**src/rtl/fetch_pkg.sv**
```systemverilog
// Shared definitions for the fetch sequencing controller: state codes, redirect sources and
// default reset/interrupt addresses.
package fetch_pkg;

  localparam logic [1:0] REQ  = 2'd0;
  localparam logic [1:0] WAIT = 2'd1;
  localparam logic [1:0] HOLD = 2'd2;

  typedef enum logic [1:0] {
    RD_NONE,
    RD_JI,
    RD_JR,
    RD_IRQ
  } redir_src_e;

  localparam logic [31:0] RESET_PC = 32'h0000_0000;
  localparam logic [31:0] IRQ_VEC  = 32'hC000_0000;

endpackage

```
**src/rtl/fetch_redirect_arb.sv**
```systemverilog
// Combinational priority select of redirect sources (irq > jr > ji).
// Interrupt participation is enabled by defining FETCH_IRQ_EN.
module fetch_redirect_arb #(
  parameter logic [31:0] IRQ_VEC = fetch_pkg::IRQ_VEC
) (
  input  logic        irq,
  input  logic        jr_valid,
  input  logic [31:0] jr_target,
  input  logic        ji_valid,
  input  logic [31:0] ji_target,
  output logic        redir_v,
  output logic [31:0] redir_pc
);
  import fetch_pkg::*;

  redir_src_e src;

  // Later assignments override earlier ones, giving the priority order.
  always_comb begin
    src = RD_NONE;
    if (ji_valid) src = RD_JI;
    if (jr_valid) src = RD_JR;
`ifdef FETCH_IRQ_EN
    if (irq) src = RD_IRQ;
`endif
  end

  always_comb begin
    redir_pc = '0;
    case (src)
      RD_JI:   redir_pc = ji_target;
      RD_JR:   redir_pc = jr_target;
`ifdef FETCH_IRQ_EN
      RD_IRQ:  redir_pc = IRQ_VEC;
`endif
      default: redir_pc = '0;
    endcase
  end

  assign redir_v = (src != RD_NONE);

`ifndef FETCH_IRQ_EN
  logic unused_irq_in;
  assign unused_irq_in = irq ^ (^IRQ_VEC);
`endif

endmodule

```
**src/rtl/fetch_seq_ctrl.sv**
```systemverilog
// Fetch-stage sequencer: owns the PC, issues one icache request at a time, squashes stale
// responses after redirects and holds the fetched instruction while decode stalls.
module fetch_seq_ctrl #(
  parameter logic [31:0] RESET_PC = fetch_pkg::RESET_PC,
  parameter logic [31:0] IRQ_VEC  = fetch_pkg::IRQ_VEC,
  parameter int unsigned PC_STEP  = 4
) (
  input  logic        clk,
  input  logic        rst,
  input  logic        stall,
  input  logic        jr_valid,
  input  logic [31:0] jr_target,
  input  logic        ji_valid,
  input  logic [31:0] ji_target,
  input  logic        irq,
  output logic        ic_req_valid,
  output logic [31:0] ic_req_addr,
  input  logic        ic_req_ready,
  input  logic        ic_rsp_valid,
  input  logic [31:0] ic_rsp_isn,
  output logic        fe_valid,
  output logic [31:0] fe_pc,
  output logic [31:0] fe_isn,
  output logic [31:0] n_pc
);
  import fetch_pkg::*;

  localparam logic [31:0] Step = 32'(PC_STEP);

  logic [1:0]  state_q, state_d;
  logic [31:0] pc_q, pc_d;
  logic        pend_v_q, pend_v_d;
  logic [31:0] pend_pc_q, pend_pc_d;
  logic        kill_q, kill_d;
  logic        fe_valid_q, fe_valid_d;
  logic [31:0] fe_pc_q, fe_pc_d;
  logic [31:0] fe_isn_q, fe_isn_d;

  logic        redir_v;
  logic [31:0] redir_pc;

  fetch_redirect_arb #(
    .IRQ_VEC (IRQ_VEC)
  ) u_arb (
    .irq       (irq),
    .jr_valid  (jr_valid),
    .jr_target (jr_target),
    .ji_valid  (ji_valid),
    .ji_target (ji_target),
    .redir_v   (redir_v),
    .redir_pc  (redir_pc)
  );

  always_comb begin
    state_d    = state_q;
    pc_d       = pc_q;
    pend_v_d   = pend_v_q;
    pend_pc_d  = pend_pc_q;
    kill_d     = kill_q;
    fe_valid_d = fe_valid_q;
    fe_pc_d    = fe_pc_q;
    fe_isn_d   = fe_isn_q;
    case (state_q)
      REQ: begin
        if (redir_v) begin
          pc_d = redir_pc;
          // The old address is accepted this cycle, so its response must be squashed.
          if (ic_req_ready) begin
            state_d   = WAIT;
            kill_d    = 1'b1;
            pend_v_d  = 1'b1;
            pend_pc_d = redir_pc;
          end
        end else if (ic_req_ready) begin
          state_d = WAIT;
        end
      end
      WAIT: begin
        if (ic_rsp_valid) begin
          if (kill_q || redir_v) begin
            if (redir_v) begin
              pc_d = redir_pc;
            end else if (pend_v_q) begin
              pc_d = pend_pc_q;
            end
            pend_v_d = 1'b0;
            kill_d   = 1'b0;
            state_d  = REQ;
          end else begin
            fe_valid_d = 1'b1;
            fe_pc_d    = pc_q;
            fe_isn_d   = ic_rsp_isn;
            pc_d       = pc_q + Step;
            state_d    = HOLD;
          end
        end else if (redir_v) begin
          pend_v_d  = 1'b1;
          pend_pc_d = redir_pc;
          kill_d    = 1'b1;
        end
      end
      HOLD: begin
        if (redir_v) begin
          pc_d       = redir_pc;
          fe_valid_d = 1'b0;
          state_d    = REQ;
        end else if (!stall) begin
          fe_valid_d = 1'b0;
          state_d    = REQ;
        end
      end
      default: state_d = REQ;
    endcase
  end

  always_ff @(posedge clk or negedge rst) begin
    if (!rst) begin
      state_q    <= REQ;
      pc_q       <= RESET_PC;
      pend_v_q   <= 1'b0;
      pend_pc_q  <= '0;
      kill_q     <= 1'b0;
      fe_valid_q <= 1'b0;
      fe_pc_q    <= '0;
      fe_isn_q   <= '0;
    end else begin
      state_q    <= state_d;
      pc_q       <= pc_d;
      pend_v_q   <= pend_v_d;
      pend_pc_q  <= pend_pc_d;
      kill_q     <= kill_d;
      fe_valid_q <= fe_valid_d;
      fe_pc_q    <= fe_pc_d;
      fe_isn_q   <= fe_isn_d;
    end
  end

  // Gated by reset so no request is advertised while reset is held.
  assign ic_req_valid = rst && (state_q == REQ);
  assign ic_req_addr  = pc_q;
  assign fe_valid     = fe_valid_q;
  assign fe_pc        = fe_pc_q;
  assign fe_isn       = fe_isn_q;
  assign n_pc         = fe_pc_q + Step;

endmodule

```
**config.mk**
```make
export PLATFORM = sky130hd
export DESIGN_NAME = fetch_seq_ctrl
export DESIGN_NICKNAME = d
export VERILOG_FILES = /design/src/rtl/fetch_pkg.sv /design/src/rtl/fetch_redirect_arb.sv /design/src/rtl/fetch_seq_ctrl.sv
export SDC_FILE = /design/constraint.sdc
export NUM_CORES = 1
export LEC_CHECK = 0
export CAP_MARGIN = 20
export CORE_MARGIN = 3
export CORE_UTILIZATION = 38
export DETAILED_ROUTE_END_ITERATION = 8
export GPL_TIMING_DRIVEN = 1
export HOLD_SLACK_MARGIN = 0.1
export PLACE_DENSITY = 0.68
export SYNTH_ARGS = -nofsm -noshare
export SYNTH_HDL_FRONTEND = slang
export SYNTH_SLANG_ARGS = --single-unit
```
**constraint.sdc**
```tcl
create_clock -name clk -period 3.6 [get_ports clk]
set_input_delay 0.72 -clock clk [delete_from_list [all_inputs] [get_ports clk]]
set_output_delay 0.72 -clock clk [all_outputs]
set_load 0.005 [all_outputs]
```
==> impl_metrics.yaml <==
finish:
  layout.cells.non_filler: 1313
  nNetsFinal: 1177
  syn2layout_area_growth_pct: 45.0
  antennaDiodeCount: 0
  drive_gt1_share_pct: 6.37
  final_core_util_pct: 56.5
  fillCellCount: 1673
pwr:
  leakage_uw: 0.00439
  vdd_drop_max_v: 0.000348
  p_per_area_mw_per_mm2: 679
setup_path:
  path_class: "flip-flop to primary output"
  cp_max_fo: 7
  worst_ep_arrival_time_ns: 2.54
  crit_chain: "ha_1, nand2_1, nor2_1, and2_1, nand3_1, xnor2_1, clkdlybuf4s50_1"
  cp_slowest_cell: "clkdlybuf4s50_1"
  crit_path_end_kind: "primary output"
  critPathMaxStageDelay_ns: 0.52
  start_kind: "flip-flop"
  cp.required_ns: 2.88
floorplan:
  die_h_um: 142
  die_x_um: 142
  core_sq_mm: 0.0181
  start_util_pct: 38.9
  fp-row-count: 49
  dieArea_sq_mm: 0.0202
  io_pins: 234
clocking:
  htree_levels: 4
  cts_resized: 0
  cts_made_buffers: 17
  clk_latency_ns: 0.43
  cts_setup_buffers: 0
  cts_root_buffer: "clkbuf_16"
  cts_tree: "built"
  cts_hold_buf: 0
  cts.sinks: 132
  clkTransAtPathRegs_ns: 0.06
  cts_buffer_depth: 2
grt:
  grt_max_degree: 64
  overflow: 0
  grt_usage_pct: 21.6
  grt_pass1_wl_um: 34900
  antenna_found_initial: 0
  grt_pass1_vias: 6520
route:
  totalWireLength_um: 22100
  vias_per_cell: 5.26
  vias: 6908
  dr.pass1.iters: 5
  drtIter0Drc: 516
  drc: 0
  wl_per_cell_um: 16.8
  ant_nets: 0
synthesis:
  synth_cell_types: 63
  avgSynthCellArea_sq_um: 8.22
  syn_inst: 857
  ys_warn_count: 0
  netlist_area_sq_mm: 0.00704
  synth-edff-count: 0
  async_reset_ff_share_pct: 100
  synthesis.nets: 963
  ys_ff_latch: 132
  synth-main-ff-cell: "dfrtp_1"
  seq_area_frac_synth_pct: 46.9
place:
  port_buffers: 232
  place.gp.congestion: 0.897
  dp_hpwl_um: 16200
  place_ws_ns: 0.480
  dp.cells: 1280
sta:
  setup-tns-final_ns: 0
  fin_crit_ns: 3.26
  maxSlewHeadroom_pct: 45.5
  finalSetupViolCount: 0
  slew_violations: 0
  fmax_ghz: 0.307
  max_slew.worst_pin.slew_ns: 0.818
  skew_ns: 0.0101
  setup_ws_ns: 0.339
  post-route-period-util_pct: 90.6
  hold_viol: 0
  rsz0062_at_grt: "no"
outcome:
  status: "complete, no violations"
job:
  max_cap_violations: 0
hold_path:
  min_path_type: "input port to async pin"
[flip-flops by register name, summed over array words and instances, names as in the netlist]
| name | flops |
|---|---|
| fe_isn | 32 |
| fe_pc | 32 |
| ic_req_addr | 32 |
| pend_pc_q | 32 |
| state_q | 2 |
| fe_valid | 1 |
| kill_q | 1 |
[critical path, delay by kind of cell, from the launching register on]
family	cells	cell delay, ns
AND/OR/NAND/NOR	4	0.81
buffers and inverters	1	0.52
flip-flops	1	0.40
adder cells (fa/ha/maj)	1	0.23
XOR/XNOR	1	0.16
[cells in the mapped netlist, types with 3 or more instances]
master,instances,area [sq um]
inv_1,11,41.3
o21ai_1,3,15.0
or2_2,3,18.8
clkbuf_1,43,161
buf_4,4,30.0
and4_1,5,43.8
and2_1,18,113
nand3_1,22,110
nor2_1,47,176
nor3_1,9,45.0
nand2b_1,4,25.0
o31ai_1,3,22.5
nor2b_1,3,18.8
a22oi_1,10,75.1
nand4_1,12,75.1
xor2_1,7,61.3
nor4_1,3,18.8
and3_1,15,93.8
or3_1,3,18.8
buf_2,8,40.0
dfrtp_1,132,3300
o21ai_0,77,385
a221oi_1,5,43.8
a221o_1,3,30.0
a31oi_1,16,100
xnor2_1,21,184
o22ai_1,26,163
a21oi_1,56,280
nand2_1,243,912
nand3b_1,3,22.5
[cell families (layout without fill, tap and decap cells)]
| kind of cell | after synthesis | in the layout | share of synthesized area [%] |
|---|---|---|---|
| AO/OA/AOI/OAI | 220 | 220 | 18.4 |
| XOR/XNOR | 28 | 28 | 3.48 |
| adder cells (fa/ha/maj) | 2 | 2 | 0.355 |
| buffers and inverters | 69 | 296 | 4.03 |
| flip-flops | 132 | 132 | 46.9 |
| multiplexers | 3 | 3 | 0.462 |
| AND/OR/NAND/NOR | 403 | 403 | 26.4 |
[worst paths after layout]
path / from / endpoint / slack (ns) / cells past startpoint
max: fe_pc[3]$_DFFE_PN0P_ / n_pc[26] / 0.34 / 7
min in group clk: fe_isn[31]$_DFFE_PN0P_ / fe_isn[31]$_DFFE_PN0P_ / 0.47 / 2
min: rst / fe_isn[0]$_DFFE_PN0P_ / 0.14 / 1
max reg2reg: state_q[0]$_DFFE_PN0P_ / ic_req_addr[22]$_DFFE_PN0P_ / 1.07 / 5
max in group asynchronous: rst / pend_pc_q[16]$_DFFE_PN0P_ / 2.34 / 2
min reg2reg: fe_isn[31]$_DFFE_PN0P_ / fe_isn[31]$_DFFE_PN0P_ / 0.47 / 2
[placed cells by master, fill, tap and decap left out, types with 4 or more instances in the layout]
master,Yosys,routed
a21oi_1,56,56
a221oi_1,5,5
a22oi_1,10,10
a31oi_1,16,16
and2_1,18,18
and3_1,15,15
and4_1,5,5
buf_4,4,18
bufinv_16,0,4
clkbuf_16,0,17
clkdlybuf4s50_1,0,230
clkinv_2,0,5
dfrtp_1,132,132
inv_1,11,11
nand2_1,243,243
nand2b_1,4,4
nand3_1,22,22
nand4_1,12,12
nor2_1,47,47
nor3_1,9,9
o21ai_0,77,77
o22ai_1,26,26
xnor2_1,21,21
xor2_1,7,7
[stage by stage]
stage	area (sq um)	power [uW]	hold slack [ns]
floorplan	7040	3440	0.424
global placement	9570	5080	0.456
detailed placement	9570	5140	0.462
CTS	10200	6990	0.146
global route	10200	7380	0.153
finish	10200	6940	0.145
[per-layer routing]
| layer | part of all wire, % | vias up | global-route usage [%] |
|---|---|---|---|
| met5 | 0 | - | 0 |
| met1 | 47 | 3205 | 31.5 |
| met3 | 6.8 | 23 | 5.11 |
| li1 | - | 3412 | - |
| met4 | 1.6 | 0 | 6.21 |
| met2 | 45 | 268 | 32.2 |
[where the power goes]
group	switching (uW)	leakage (uW)	internal, uW
Combinational	955	0.00244	1530
Sequential	601	0.00165	2010
Clock	663	0.000301	1170
Total	2220	0.00439	4720
[area by class of cell]
| class | count | area [sq um] | share of cell area [%] |
|---|---|---|---|
| Clock buffer | 18 | 439 | 4.30 |
| Clock inverter | 14 | 185 | 1.81 |
| Inverter | 12 | 45.0 | 0.441 |
| Multi-Input combinational cell | 656 | 3460 | 33.9 |
| Sequential cell | 132 | 3300 | 32.4 |
| Tap cell | 229 | 287 | 2.81 |
| Timing Repair Buffer | 252 | 2490 | 24.4 |
No activity file was read; power rests on OpenSTA's default activity.
==> RTL edit, RTL diff (same settings) <==
Reset style: synchronous (`rst`), changed in one clocked block.
--- a/src/rtl/fetch_seq_ctrl.sv
+++ b/src/rtl/fetch_seq_ctrl.sv
@@ -114,5 +114,5 @@
   end
 
-  always_ff @(posedge clk or negedge rst) begin
+  always_ff @(posedge clk) begin
     if (!rst) begin
       state_q    <= REQ;
Function: differs if rst is asserted again (counterexample within 4 cycles, from zero or initial values and one cycle with rst low); with rst held inactive, the same outputs for 4 cycles.
==> RTL edit against the original RTL <==
- critical path depth up 1
- cell area down 4.3%
- wire length down 1.2%
- area after synthesis down 5.1%
- worst hold slack better by 0.31 ns
- via count up 3.8%
- setup slack worse by 0.10 ns
- sequential cell count unchanged
- cell count up 1.1%
Power is not compared: it rests on default switching activity, and its combinational part moved more than twofold at a synthesized area within 25%.
==> RTL edit: results (changes against the original RTL) <==
stage,metric,value,unit,change
yosys,"Distinct cells, synth",62,,was 63
min_path,Hold Crit Class,flip-flop to flip-flop,,was input pin to async pin
yosys,Mapped Cells,893,,was 857
global_routing,global-route wire length before repair,34.6,mm,was 34.9 mm
clock_network,clk_lat worst skew,0.41,ns,was 0.43 ns
critical_path,CP Data Arrival Time,2.65,ns,was 2.54 ns
detailed_routing,met3 wire len,1.44,mm,was 1.50 mm
detailed_routing,vias per inst,5.41,,was 5.26
cells_and_area,Nets,1201,,"was 1,177"
detailed_routing,M1 wire length,10.3,mm,about the same
outcome,status,completed,,unchanged
critical_path,R2R Setup Slk,1.17,ns,was 1.07 ns
place,Final HPWL DP,15.5,mm,was 16.2 mm
place,Placer Congestion,0.848,,was 0.897
yosys,ys async rst share,0,%,was 100%
yosys,Synth top cells by count,"nand2_1, dfxtp_1, a21oi_1",,"was nand2_1, dfrtp_1, o21ai_0"
sta,max_slew headroom,52.2,%,was 45.5%
yosys,Syn Nets,999,,was 963
yosys,"Primary FF master, synth",dfxtp_1,,was dfrtp_1
place,Area after DPL,0.00918,mm^2,was 0.00957 mm^2
cells_and_area,post-route insts no fill,1327,,"was 1,313"
global_routing,vias in the first global route,6324,,"was 6,520"
detailed_routing,overall routed net length,21.8,mm,was 22.1 mm
clock_network,# resized after CTS,1,,was 0
yosys,synth top area cells,"dfxtp_1, nand2_1, a21oi_1",,"was dfrtp_1, nand2_1, o21ai_0"
critical_path,max incr delay on CP,0.51,ns,
global_routing,GRT Util Overall,21.6,%,about the same
yosys,sequential fraction of the synthesis area,39.5,%,was 46.9%
detailed_routing,Detailed Route Iter0 Violations,637,,was 516
critical_path,Critical Path Fanout Max,6,,was 7
detailed_routing,met2 routed WL,9.77,mm,was 9.97 mm
RTL edit: cell count changes after synthesis, sizes merged, moves of 9 or more:
| cell | delta |
|---|---|
| a211oi | +21 |
| a21oi | +49 |
| a31oi | -12 |
| and2 | -12 |
| clkbuf | +9 |
| dfrtp | -132 |
| dfxtp | +132 |
| mux2i | +11 |
| nand2 | -37 |
| nor2 | +19 |
| o211ai | +16 |
| o21ai | -36 |
| o22ai | -22 |
RTL edit: worst paths after layout:
path	end	startpoint	depth (start not counted)
max	n_pc[30]	fe_pc[3]	8
min	fe_isn[19]	fe_isn[19]	2
max reg2reg	ic_req_addr[19]	state_q[0]	6
min reg2reg	fe_isn[19]	fe_isn[19]	2
RTL edit: through the flow:
step / worst slack (ns) / hold slack (ns)
floorplan: 0.935 / 0.453
global placement: 0.509 / 0.441
detailed placement: 0.440 / 0.446
CTS: 0.0428 / 0.454
global route: 0.0264 / 0.470
finish: 0.235 / 0.451
RTL edit: area by class of cell:
cell class | instances | area, um^2
Sequential cell | 132 | 2640
Inverter | 10 | 38.8
Timing Repair Buffer | 250 | 2480
Fill cell | 1603 | 7110
Multi-Input combinational cell | 684 | 3770
Clock inverter | 10 | 108
Clock buffer | 21 | 460
Tap cell | 220 | 275
RTL edit: layer usage:
| layer | vias to the layer above | track usage (%) |
|---|---|---|
| met1 | 3296 | 31.1 |
| met2 | 272 | 33.5 |
| met4 | 0 | 5.20 |
| met3 | 27 | 4.07 |
| li1 | 3578 | - |
| met5 | - | 0 |
RTL edit: cells by family (layout without fill, tap and decap cells):
logic type	Yosys count	after routing	share of synthesized area, %
and+or+nand+nor	392	392	26.7
AOI/OAI and AO/OA	250	250	23.3
DFF	132	132	39.5
buffers and inverters	77	291	4.60
xor gates and xnor gates	28	28	3.67
muxes	12	12	1.80
adders and majority gates	2	2	0.374
RTL edit: power by group through the flow:
stage / clock network [mW] / logic, mW / registers [mW]
5_1_grt: 1.76 / 0.597 / 1.64
6_report: 1.67 / 0.546 / 1.63
4_1_cts: 1.70 / 0.545 / 1.63
3_5_place_dp: 0 / 0.543 / 1.66
2_1_floorplan: 0 / 0.264 / 1.63
3_3_place_gp: 0 / 0.538 / 1.66
RTL edit: worst register-to-register path, stage by stage (launching register included):
cell,delay [ns]
dfxtp_1,0.58
or4b_1,0.57
nor3_4,0.17
buf_4,0.59
nand2_1,0.23
nor2_1,0.12
o31a_1,0.12
